`src/rtl/serial_seq_detector_if.sv`:
```
// Bundle between a serial bit source and serial_seq_detector.
//   din, din_valid, clr_cnt : source -> detector (bit, accept strobe, counter clear)
//   match, match_count      : detector -> source (one-cycle hit pulse, saturating hit count)
//   window, filled          : detector -> source (shift window, window-eligible flag)
interface serial_seq_detector_if #(
  parameter int unsigned N     = 4,
  parameter int unsigned CNT_W = 4
);
  logic             din;
  logic             din_valid;
  logic             clr_cnt;
  logic             match;
  logic [CNT_W-1:0] match_count;
  logic [N-1:0]     window;
  logic             filled;

  modport master (
    output din, din_valid, clr_cnt,
    input  match, match_count, window, filled
  );

  modport slave (
    input  din, din_valid, clr_cnt,
    output match, match_count, window, filled
  );
endinterface

```
`src/rtl/serial_seq_detector.sv`:
```
// Serial sequence detector: shifts accepted bits into an N-bit window, pulses match for one
// cycle when the window equals PATTERN, and keeps a saturating count of matches.
// Ports:
//   i_clk  : clock, all state on rising edge
//   i_rst  : synchronous active-high reset
//   io_sd  : slave side of serial_seq_detector_if (din/din_valid/clr_cnt in;
//            match/match_count/window/filled out)
module serial_seq_detector #(
  parameter int unsigned  N       = 4,
  parameter logic [N-1:0] PATTERN = 4'b1011,
  parameter bit           OVERLAP = 1'b1,
  parameter int unsigned  CNT_W   = 4
) (
  input logic                  i_clk,
  input logic                  i_rst,
  serial_seq_detector_if.slave io_sd
);

  localparam int unsigned FW = $clog2(N + 1);
  localparam logic [FW-1:0] FillMax = FW'(N);

  // FILL/ARMED is fully determined by the fill counter; the enum names it.
  typedef enum logic {StFill, StArmed} state_e;

  logic [N-1:0]     r_window, w_window_d;
  logic [FW-1:0]    r_fill, w_fill_d;
  logic             r_match, w_match_d;
  logic [CNT_W-1:0] r_count, w_count_d;

  state_e           w_state;
  logic [N-1:0]     w_shift;
  logic [FW-1:0]    w_next_fill;
  logic             w_hit;

  always_ff @(posedge i_clk) begin
    if (i_rst) begin
      r_window <= '0;
      r_fill   <= '0;
      r_match  <= 1'b0;
      r_count  <= '0;
    end else begin
      r_window <= w_window_d;
      r_fill   <= w_fill_d;
      r_match  <= w_match_d;
      r_count  <= w_count_d;
    end
  end

  always_comb begin
    w_state     = (r_fill == FillMax) ? StArmed : StFill;
    w_shift     = {r_window[N-2:0], io_sd.din};
    w_next_fill = (w_state == StArmed) ? FillMax : r_fill + FW'(1);
    // A hit needs N accepted bits since reset/last non-overlap hit, so the zeroed
    // reset window can never alias an all-zero pattern.
    w_hit       = io_sd.din_valid && (w_next_fill == FillMax) && (w_shift == PATTERN);

    w_window_d  = r_window;
    w_fill_d    = r_fill;
    w_match_d   = w_hit;
    w_count_d   = r_count;

    if (io_sd.din_valid) begin
      w_window_d = w_shift;
      // Non-overlap: restart filling but keep window bits for observation.
      w_fill_d   = (w_hit && !OVERLAP) ? '0 : w_next_fill;
    end

    if (io_sd.clr_cnt) begin
      w_count_d = w_hit ? CNT_W'(1) : '0;
    end else if (w_hit && (r_count != '1)) begin
      w_count_d = r_count + CNT_W'(1);
    end
  end

  assign io_sd.match       = r_match;
  assign io_sd.match_count = r_count;
  assign io_sd.window      = r_window;
  assign io_sd.filled      = (w_state == StArmed);

endmodule

```
`src/flat_wrapper.sv`:
```
// flat-port wrapper written by rule: the top's interface ports become plain ports
module serial_seq_detector_flat 
#(
  parameter int unsigned  N       = 4,
  parameter logic [N-1:0] PATTERN = 4'b1011,
  parameter bit           OVERLAP = 1'b1,
  parameter int unsigned  CNT_W   = 4
)
  (i_clk, i_rst, io_sd_din, io_sd_din_valid, io_sd_clr_cnt, io_sd_match, io_sd_match_count, io_sd_window, io_sd_filled);
  serial_seq_detector_if #(.N(N), .CNT_W(CNT_W)) io_sd_i ();
  input logic i_clk;
  input logic i_rst;
  input wire logic [$bits(io_sd_i.din)-1:0] io_sd_din;
  input wire logic [$bits(io_sd_i.din_valid)-1:0] io_sd_din_valid;
  input wire logic [$bits(io_sd_i.clr_cnt)-1:0] io_sd_clr_cnt;
  output wire logic [$bits(io_sd_i.match)-1:0] io_sd_match;
  output wire logic [$bits(io_sd_i.match_count)-1:0] io_sd_match_count;
  output wire logic [$bits(io_sd_i.window)-1:0] io_sd_window;
  output wire logic [$bits(io_sd_i.filled)-1:0] io_sd_filled;
  assign io_sd_i.din = io_sd_din;
  assign io_sd_i.din_valid = io_sd_din_valid;
  assign io_sd_i.clr_cnt = io_sd_clr_cnt;
  assign io_sd_match = io_sd_i.match;
  assign io_sd_match_count = io_sd_i.match_count;
  assign io_sd_window = io_sd_i.window;
  assign io_sd_filled = io_sd_i.filled;
  serial_seq_detector #(.N(N), .PATTERN(PATTERN), .OVERLAP(OVERLAP), .CNT_W(CNT_W)) u_core (.i_clk(i_clk), .i_rst(i_rst), .io_sd(io_sd_i));
endmodule
```
`config.mk`:
```
export PLATFORM = sky130hd
export DESIGN_NAME = serial_seq_detector_flat
export DESIGN_NICKNAME = d
export VERILOG_FILES = /design/src/rtl/serial_seq_detector_if.sv /design/src/rtl/serial_seq_detector.sv /design/src/flat_wrapper.sv
export SDC_FILE = /design/constraint.sdc
export NUM_CORES = 1
export LEC_CHECK = 0
export CAP_MARGIN = 0
export CELL_PAD_IN_SITES_DETAIL_PLACEMENT = 0
export CELL_PAD_IN_SITES_GLOBAL_PLACEMENT = 2
export CORE_MARGIN = 3
export CORE_UTILIZATION = 30
export CTS_CLUSTER_DIAMETER = 100
export DETAILED_ROUTE_END_ITERATION = 16
export PLACE_DENSITY = 0.8
export SYNTH_ARGS = -nofsm -noshare
export SYNTH_HDL_FRONTEND = slang
export SYNTH_SLANG_ARGS = --single-unit
```
`constraint.sdc`:
```
create_clock -name i_clk -period 4.4 [get_ports i_clk]
set_input_delay 0.44 -clock i_clk [delete_from_list [all_inputs] [get_ports i_clk]]
set_output_delay 0.44 -clock i_clk [all_outputs]
set_load 0.05 [all_outputs]
```
; ---- Word-level counts from Yosys, hierarchy flattened
; Cells that the tools add are included.
[word_totals]
ff_bits = 12
in_bits = 5
out_inout_bits = 10
elab_cells = 19
[op_classes]
addsub = 2
n_eq_ne = 4
muxes = 5
reduce_logical = 4
[op_table]
columns = operator, n
row1 = two-way mux 4 bit, 2
row2 = "equality test 3 bit, second input constant", 2
row3 = "adder 4 x 1 -> 4 bit, second input constant", 1
row4 = "equality test 4 bit, second input constant", 1
row5 = "inequality test 4 bit, second input constant", 1
row6 = "adder 3 x 1 -> 3 bit, second input constant", 1
row7 = logical AND 1 bit, 3
row8 = two-way mux 3 bit, 1
row9 = two-way mux 1 bit, 2
row10 = nonzero test 2 bit, 1

; ---- Depth between registers and ports, before layout
; Gate-level depths: netlist (run 1).
[depth]
ltp_word = 9
mapped_depth = 7
mapped_depth_nobuf = 6

; ---- Worst setup path after synthesis (run 1)
; No wires, ideal clock.
[synth_path]
path_kind = register to register
startpoint = register u_core.r_count[0] (netlist: u_core.io_sd.match_count[0])
endpoint = register u_core.r_count[2] (netlist: u_core.io_sd.match_count[2])
setup_time_ns = 0.070
arrival_ns = 1.621
required_time_ns = 4.330
setup_slack_ns = 2.709
path_stages_with_launch = 5
n_path_buf = 0
period_less_slack_ns = 1.691
path_cell_list = dfxtp_1 ha_1 clkinv_1 or4_1 a21oi_1
[synth_between]
elab_chain_cells = 3
[synth_rtl]
columns = item, line
row1 = from (decl), serial_seq_detector.sv:28  ; logic [CNT_W-1:0] r_count, w_count_d;
row2 = from (signal assigned), serial_seq_detector.sv:45  ; r_count <= w_count_d;
row3 = adder 4 x 1 -> 4 bit / inequality test 4 bit (equally long branches), "serial_seq_detector.sv:71, serial_seq_detector.sv:70"
row4 = two-way mux 4 bit / logical AND 1 bit (equally long branches), serial_seq_detector.sv:70  ; end else if (w_hit && (r_count != '1)) begin
row5 = two-way mux 4 bit / nonzero test 2 bit (equally long branches), -
; Several ways; a longest one is shown, not always the timed one. The select of a mux whose other input is x is not followed.
; A chain may end at the register's enable or synchronous reset.

; ---- Worst setup path in the final report (run 1)
[layout_path]
startpoint = register u_core.r_fill[0]
endpoint = output io_sd_filled
[layout_between]
elab_chain_cells = 2
[layout_rtl]
columns = item, line
row1 = from (decl), serial_seq_detector.sv:26  ; logic [FW-1:0] r_fill, w_fill_d;
row2 = from (signal assigned), serial_seq_detector.sv:43  ; r_fill <= w_fill_d;
row3 = equality test 3 bit, serial_seq_detector.sv:50  ; w_state = (r_fill == FillMax) ? StArmed : StFill;
row4 = two-way mux 1 bit, serial_seq_detector.sv:50
row5 = to (decl), flat_wrapper.sv:19  ; output wire logic [$bits(io_sd_i.filled)-1:0] io_sd_filled;
; Every way passes these cells.

==> results.json, run 1 <==
{
  "synth.area.top_cells": "dfxtp_1 39%, mux2i_1 8.1%, ha_1 6.1%",
  "io-pin-count": 15,
  "cp_max_fo": 5,
  "syn-mean-instance-area_um2": 9.53,
  "synth.distinct_cells": 30,
  "synthSimpleGateAreaFrac_pct": 20.8,
  "seq_area_frac_synth_pct": 38.8,
  "grt_pass1_vias": 459,
  "fp.dieW_um": 51.4,
  "cts_setup_buffers": 0,
  "placed_cell_area_um2": 768,
  "tns_ns": 0,
  "cts_hold_buf": 0,
  "clk_latency_ns": 0.27,
  "fp.dieH_um": 51.4,
  "setup_ws_ns": 2.03,
  "crit_required_ns": 3.96,
  "synth_fp_nets": 73,
  "grt_max_degree": 12,
  "overflow": 0,
  "crit_slowest_cell": "clkdlybuf4s50_1",
  "slew_violations": 0,
  "num_rows": 15,
  "status": "completed",
  "yosys_most_used_dff": "dfxtp_1",
  "ys_ff_latch": 12,
  "wl_um": 1260,
  "power_density_mw_per_mm2": 284,
  "yosys.area_share.adder_pct": 6.06,
  "cts_buffer_depth": 2,
  "clk_pin_slew_ns": 0.08,
  "cts_sinks": 12,
  "wire_per_inst_um": 12.0,
  "drtIter0Drc": 7,
  "place_ws_ns": 2.23,
  "yosys_warnings": 0,
  "post_cts_resized": 0,
  "whs_ns": 0.491,
  "final_nets": 89,
  "dieArea_mm2": 0.00265,
  "gp_congestion": 0.825,
  "criticalPathCategory": "reg -> out",
  "viasPerCell": 4.90,
  "rsz0062_at_grt": "false",
  "grt_usage_pct": 10.7,
  "crit_path_cell_trace": "inv_1 > ha_1 > and2_1 > clkdlybuf4s50_1",
  "synth_top_family_by_area": "simple AND/OR/NAND/NOR gates",
  "synth_compound_area_share_pct": 19.6,
  "core-area_mm2": 0.00184,
  "htree_num_levels": 1,
  "ir_drop_mv": 0.125,
  "synth_top_area_share_pct": 38.8,
  "synth_mux_area_share_pct": 8.08,
  "setup_viol": 0,
  "leakagePower_nw": 0.304,
  "dr.pass1.iters": 4,
  "stdcell_count": 105,
  "num_antenna_cells": 0,
  "hp-class": "reg -> reg",
  "endpoint_kind": "output port",
  "startpoint_type": "register",
  "critical_path_arrival_ns": 1.93,
  "fin_crit_ns": 2.37,
  "drc_errors": 0,
  "antenna_found_initial": 0,
  "root_buffer": "clkbuf_4",
  "cp_slowest_stage_delay_ns": 0.85,
  "start_util_pct": 33.7,
  "grt_pass1_wl_um": 2060,
  "fmax_mhz": 421,
  "drive_gt1_share_pct": 8.75,
  "synth_edf_count": 0,
  "vias": 514,
  "synth-xor-area-share_pct": 0,
  "cp_num_buf_inv": 2,
  "hold_viol_final": 0,
  "fin_skew_ns": 0.00213,
  "post-route-period-util_pct": 53.9,
  "area_growth_pct": 29.9,
  "critical-path-top-delay-family": "buffers and inverters",
  "slew_headroom_pct": 66.3,
  "post-route-util_pct": 43.7,
  "netlist_instances": 65,
  "synth_top_area_cell": "dfxtp_1",
  "synthTopCellsByCount": "12 x dfxtp_1, 8 x nor2_1, 5 x a21oi_1, 5 x mux2i_1, 4 x inv_1",
  "final_cell_area_um2": 805,
  "cts_buffers": 3,
  "dp_cells": 101,
  "finalPower_mw": 0.228,
  "cap_violations": 0,
  "async_flop_share_pct": 0,
  "dp_hpwl_um": 901,
  "syn_area_um2": 619,
  "ant_nets": 0,
  "yosysMostFrequentCell": "dfxtp_1",
  "worstMarginPinSlew_ns": 0.504,
  "tritoncts": "yes",
  "port_buffers": 14
}
## sequential cells by signal, summed over array words and instances, names as in the netlist
register                  cells
u_core.io_sd.match_count      4
u_core.io_sd.window           4
u_core.r_fill                 3
u_core.io_sd.match            1
## worst min-delay path: cells and delay by family (launching register included)
| family | cells | cell delay, ns |
|---|---|---|
| DFF | 1 | 0.33 |
| and+or+nand+nor | 1 | 0.07 |
| AOI/OAI and AO/OA | 1 | 0.05 |
## worst paths after layout
path	cells after the start	slack, ns	to	startpoint
worst max-delay path	4	2.03	io_sd_filled	u_core.r_fill[0]$_SDFFE_PP0P_
worst min-delay path	2	0.49	u_core.r_fill[1]$_SDFFE_PP0P_	u_core.r_fill[1]$_SDFFE_PP0P_
worst max register to register	6	2.70	u_core.io_sd.match_count[2]$_SDFFE_PP0P_	u_core.r_fill[0]$_SDFFE_PP0P_
worst min register to register	2	0.49	u_core.r_fill[1]$_SDFFE_PP0P_	u_core.r_fill[1]$_SDFFE_PP0P_
## where the power goes
part | switching [mW] | internal [mW]
logic | 0.0147 | 0.0115
registers | 0.00256 | 0.111
clock network | 0.0380 | 0.0503
## layout by cell type, fill, tap and decap left out, types with 2 or more instances in the layout
| cell type | count |
|---|---|
| nor2_1 | 8 |
| a21oi_1 | 5 |
| nand3b_1 | 2 |
| mux2i_1 | 5 |
| ha_1 | 3 |
| nand4_1 | 2 |
| inv_1 | 4 |
| clkdlybuf4s50_1 | 14 |
| clkbuf_4 | 3 |
| o311ai_1 | 2 |
| dfxtp_1 | 12 |
| o41ai_1 | 2 |
## cell type report
type	count	area, µm²
multi-input cells	45	338
flip-flops and latches	12	240
fillers	199	1030
repair buffers	14	140
inverters	5	18.8
clock buffers	4	36.3
well taps	25	31.3
## cells by family (layout without fill, tap and decap cells)
kind of cell / Yosys count / count (layout)
compound gates: 15 / 15
simple gates: 22 / 22
flops: 12 / 12
buf+inv: 8 / 23
mux: 5 / 5
fa+ha+maj: 3 / 3
## layer usage
metal	share of wire (%)	wire, µm	track usage, %	vias to the layer above
met5	0	0	0	-
met4	0.96	12	5.24	0
met3	5.9	74	3.79	2
met2	44	552	15.3	15
met1	49	615	14.2	227
li1	-	-	-	270
Power figures use the tool's default switching activity.
==> run 2, diff against run 1 <==
- CORE_UTILIZATION: 30 -> 25
- PLACE_DENSITY: 0.8 -> 0.71
- clock period: 4.4 -> 1.9 ns (I/O delays scaled with it)
==> results.json, run 2 (same netlist as run 1, synthesis figures left out) <==
{
  "post_cts_resized": 0,
  "layout_common_cells": "13 x clkdlybuf4s50_1, 12 x dfxtp_1, 8 x nor2_1",
  "hp-class": "reg -> reg",
  "cts_setup_buffers": 0,
  "worstMarginPinSlew_ns": 0.505,
  "layout_commonest_cell": "clkdlybuf4s50_1",
  "critical-path-top-delay-family": "simple AND/OR/NAND/NOR gates",
  "cp_slowest_stage_delay_ns": 0.41,
  "tns_ns": 0,
  "fin_skew_ns": 0.00261,
  "tritoncts": "yes",
  "reg2regPathDepth": 6,
  "fp.dieH_um": 55.8,
  "dieArea_mm2": 0.00311,
  "cts_buffer_depth": 2,
  "pwr-share-comb_pct": 13.2,
  "status": "completed",
  "dp_hpwl_um": 996,
  "start_util_pct": 27.2,
  "num_rows": 17,
  "swShare_pct": 25.1,
  "rsz0062_at_grt": "false",
  "cp_num_buf_inv": 1,
  "place_ws_ns": 0.192,
  "power_density_mw_per_mm2": 587,
  "fmax_mhz": 582,
  "dr.pass1.iters": 4,
  "cts_sinks": 12,
  "area_growth_pct": 32.3,
  "intPower_mw": 0.360,
  "overflow": 0,
  "leakagePower_nw": 0.311,
  "viasPerCell": 4.94,
  "finalPower_mw": 0.481,
  "cp_max_fo": 7,
  "p_sw_mw": 0.121,
  "cts_buffers": 3,
  "ant_nets": 0,
  "root_buffer": "clkbuf_4",
  "crit_required_ns": 2.10,
  "drive_gt1_share_pct": 11.1,
  "vias": 538,
  "crit_cells": 6,
  "antenna_found_initial": 0,
  "post-route-util_pct": 36.0,
  "num_antenna_cells": 0,
  "hold_depth": 2,
  "startpoint_type": "register",
  "slew_headroom_pct": 66.2,
  "setup_ws_ns": 0.183,
  "placed_cell_area_um2": 797,
  "core-area_mm2": 0.00228,
  "gp_congestion": 0.831,
  "clk_latency_ns": 0.26,
  "final_nets": 91,
  "cap_violations": 0,
  "io-pin-count": 15,
  "fp.dieW_um": 55.8,
  "grt_max_degree": 11,
  "slew_violations": 0,
  "drc_errors": 0,
  "clk_pin_slew_ns": 0.08,
  "crit_path_cell_trace": "inv_1 > ha_1 > and2b_1 > o21ai_4 > or4_1 > a21oi_1",
  "criticalPathCategory": "reg -> reg",
  "stdcell_count": 109,
  "seqPwrFrac_pct": 54.8,
  "clkPwrFrac_pct": 31.9,
  "endpoint_kind": "register",
  "grt_usage_pct": 9.26,
  "cts_hold_buf": 0,
  "fillers": 227,
  "final_cell_area_um2": 820,
  "ir_drop_mv": 0.352,
  "htree_num_levels": 1,
  "hold_viol_final": 0,
  "wl_um": 1340,
  "post-route-period-util_pct": 90.4,
  "dp_cells": 106,
  "setup_viol": 0,
  "port_buffers": 14,
  "fin_crit_ns": 1.72,
  "wire_per_inst_um": 12.3,
  "grt_pass1_vias": 517,
  "whs_ns": 0.496,
  "grt_pass1_wl_um": 2340,
  "crit_slowest_cell": "or4_1",
  "critical_path_arrival_ns": 1.92,
  "drtIter0Drc": 21
}
==> run 2: final timing paths <==
path | startpoint | to | slack (ns)
setup / recovery | u_core.r_fill[0]$_SDFFE_PP0P_ | u_core.io_sd.match_count[2]$_SDFFE_PP0P_ | 0.18
setup reg to reg | u_core.r_fill[0]$_SDFFE_PP0P_ | u_core.io_sd.match_count[2]$_SDFFE_PP0P_ | 0.18
hold reg to reg | u_core.io_sd.window[3]$_SDFFE_PP0P_ | u_core.io_sd.window[3]$_SDFFE_PP0P_ | 0.50
hold / removal | u_core.io_sd.window[3]$_SDFFE_PP0P_ | u_core.io_sd.window[3]$_SDFFE_PP0P_ | 0.50
==> run 2: layout make-up <==
| cell class | instances | area, µm² | area share [%] |
|---|---|---|---|
| multi-input combinational | 45 | 338 | 41.2 |
| inverter | 5 | 18.8 | 2.29 |
| tap | 28 | 35.0 | 4.27 |
| sequential | 12 | 240 | 29.3 |
| timing repair buffer | 16 | 165 | 20.2 |
| clock buffer | 3 | 22.5 | 2.75 |
==> run 2: metal layers <==
| layer | global-route usage (%) | part of all wire [%] | vias to the layer above |
|---|---|---|---|
| li1 | - | - | 272 |
| met1 | 11.1 | 46 | 253 |
| met2 | 15.0 | 49 | 11 |
| met3 | 2.09 | 3.9 | 2 |
| met4 | 5.21 | 0.97 | 0 |
| met5 | 0 | 0 | - |
==> run 2: worst register-to-register path, delay by kind of cell (launching register included) <==
family          cells  cell delay, ns
simple gates        2            0.66
flops               1            0.39
compound gates      2            0.24
buf+inv             1            0.06
fa+ha+maj           1            0.29
==> run 2: power by group through the flow <==
stage / Combinational (mW) / Clock (mW) / Sequential [mW]
2_1_floorplan: 0.0337 / 0 / 0.277
3_3_place_gp: 0.0646 / 0 / 0.270
3_5_place_dp: 0.0641 / 0 / 0.270
4_1_cts: 0.0644 / 0.163 / 0.264
5_1_grt: 0.0696 / 0.176 / 0.265
6_report: 0.0636 / 0.154 / 0.264
==> run 3, diff against run 2 <==
- ABC_CLOCK_PERIOD_IN_PS: default -> 1900
- SETUP_SLACK_MARGIN: default -> 0.4
==> results.json, run 3 (same netlist as run 1, synthesis figures left out) <==
{
  "num_rows": 17,
  "grt_max_degree": 11,
  "htree_num_levels": 1,
  "fin_crit_ns": 1.59,
  "area_growth_pct": 56.4,
  "fin_skew_ns": 0.00233,
  "worstMarginPinSlew_ns": 0.511,
  "setup_ws_ns": 0.309,
  "startpoint_type": "register",
  "final_nets": 100,
  "seqPwrFrac_pct": 51.5,
  "clkPwrFrac_pct": 31.9,
  "slew_headroom_pct": 66.1,
  "gp_congestion": 0.824,
  "vias": 597,
  "dieArea_mm2": 0.00311,
  "power_density_mw_per_mm2": 529,
  "wire_per_inst_um": 14.1,
  "layout_commonest_cell": "buf_4",
  "cap_violations": 0,
  "place_ws_ns": 0.283,
  "fp.dieH_um": 55.8,
  "num_antenna_cells": 0,
  "reg2regPathDepth": 7,
  "start_util_pct": 27.2,
  "hp-class": "reg -> reg",
  "grt_usage_pct": 10.8,
  "tns_ns": 0,
  "setup_viol": 0,
  "layout_common_cells": "9 x buf_4, 8 x nor2_1, 8 x dlygate4sd2_1",
  "overflow": 0,
  "dr.pass1.iters": 4,
  "dp_hpwl_um": 1060,
  "wl_um": 1660,
  "drive_gt1_share_pct": 41.1,
  "p_sw_mw": 0.140,
  "ant_nets": 0,
  "tritoncts": "yes",
  "ir_drop_mv": 0.322,
  "drtIter0Drc": 4,
  "clk_latency_ns": 0.27,
  "criticalPathCategory": "reg -> reg",
  "hold_depth": 2,
  "cts_buffer_depth": 2,
  "fmax_mhz": 628,
  "swShare_pct": 27.3,
  "clk_pin_slew_ns": 0.08,
  "slew_violations": 0,
  "leakagePower_nw": 0.401,
  "r2r_setup_slack_ns": 0.31,
  "port_buffers": 14,
  "crit_required_ns": 2.05,
  "endpoint_kind": "register",
  "io-pin-count": 15,
  "post-route-period-util_pct": 83.7,
  "antenna_found_initial": 0,
  "cts_sinks": 12,
  "cts_hold_buf": 0,
  "cts_buffers": 3,
  "pwr-share-comb_pct": 16.6,
  "core-area_mm2": 0.00228,
  "fp.dieW_um": 55.8,
  "grt_pass1_wl_um": 2660,
  "viasPerCell": 5.06,
  "cp_max_fo": 6,
  "status": "completed",
  "intPower_mw": 0.373,
  "critical_path_arrival_ns": 1.74,
  "grt_pass1_vias": 600,
  "drc_errors": 0,
  "hold_viol_final": 0,
  "root_buffer": "clkbuf_4",
  "rsz0062_at_grt": "true"
}
-- run 3: changes by cell type in the layout (fill, tap and decap cells not counted), moves of 6 or more --
cell and delta:
buf_4 +7, clkdlybuf4s50_1 -9, dfxtp_1 -6, dfxtp_2 +6, dlygate4sd2_1 +8
-- run 3: power by group through the flow --
stage,Sequential (mW),Combinational [mW],Clock (mW)
4_1_cts,0.264,0.0816,0.169
3_5_place_dp,0.271,0.0645,0
6_report,0.264,0.0850,0.163
5_1_grt,0.265,0.0918,0.184
3_3_place_gp,0.271,0.0644,0
2_1_floorplan,0.278,0.0338,0
-- run 3: worst paths after layout --
check / from / to
max reg2reg: u_core.r_fill[0]$_SDFFE_PP0P_ / u_core.io_sd.match_count[3]$_SDFFE_PP0P_
min reg2reg: u_core.io_sd.match_count[1]$_SDFFE_PP0P_ / u_core.io_sd.match_count[1]$_SDFFE_PP0P_
min: u_core.io_sd.match_count[1]$_SDFFE_PP0P_ / u_core.io_sd.match_count[1]$_SDFFE_PP0P_
max: u_core.r_fill[0]$_SDFFE_PP0P_ / u_core.io_sd.match_count[3]$_SDFFE_PP0P_
-- run 3: per-stage QoR --
stage          area (µm²)  utilization [%]  power, mW  instances  hold slack [ns]
6_report              968             42.6      0.513        118            0.482
5_1_grt               968             42.6      0.541        118            0.521
4_1_cts               927             40.7      0.515        117            0.493
3_5_place_dp          805             35.3      0.336        106            0.480
3_3_place_gp          805             35.3      0.335        106            0.466
2_1_floorplan         627                -      0.312         65            0.337
-- run 3: repair_timing --
item,CTS,global route
hold endpoints to repair,0,0
endpoints found under the setup margin,12,5
pin swaps,8,6
buffers inserted,8,1
gates resized for setup,19,9
-- run 3: worst max-delay path, stage by stage, from the launching register on --
cell	delay (ns)
dfxtp_2	0.34
inv_2	0.04
ha_4	0.23
and2b_2	0.24
o21ai_4	0.06
buf_4	0.17
o311ai_2	0.29
o41ai_1	0.12
-- run 3: cell type report --
cell class              count  area, µm²
clock buffers               3       22.5
fillers                   223       1310
inverters                   5       18.8
multi-input cells          45        419
flip-flops and latches     12        248
well taps                  28       35.0
repair buffers             25        225
-- run 3: layer usage --
metal,routed length (µm),global-route usage (%),vias to the layer above,share of wire [%]
met3,54,2.78,4,3.2
met4,27,6.25,0,1.6
met2,847,18.9,17,51
met5,0,0,-,0
met1,734,11.6,289,44
li1,-,-,287,-
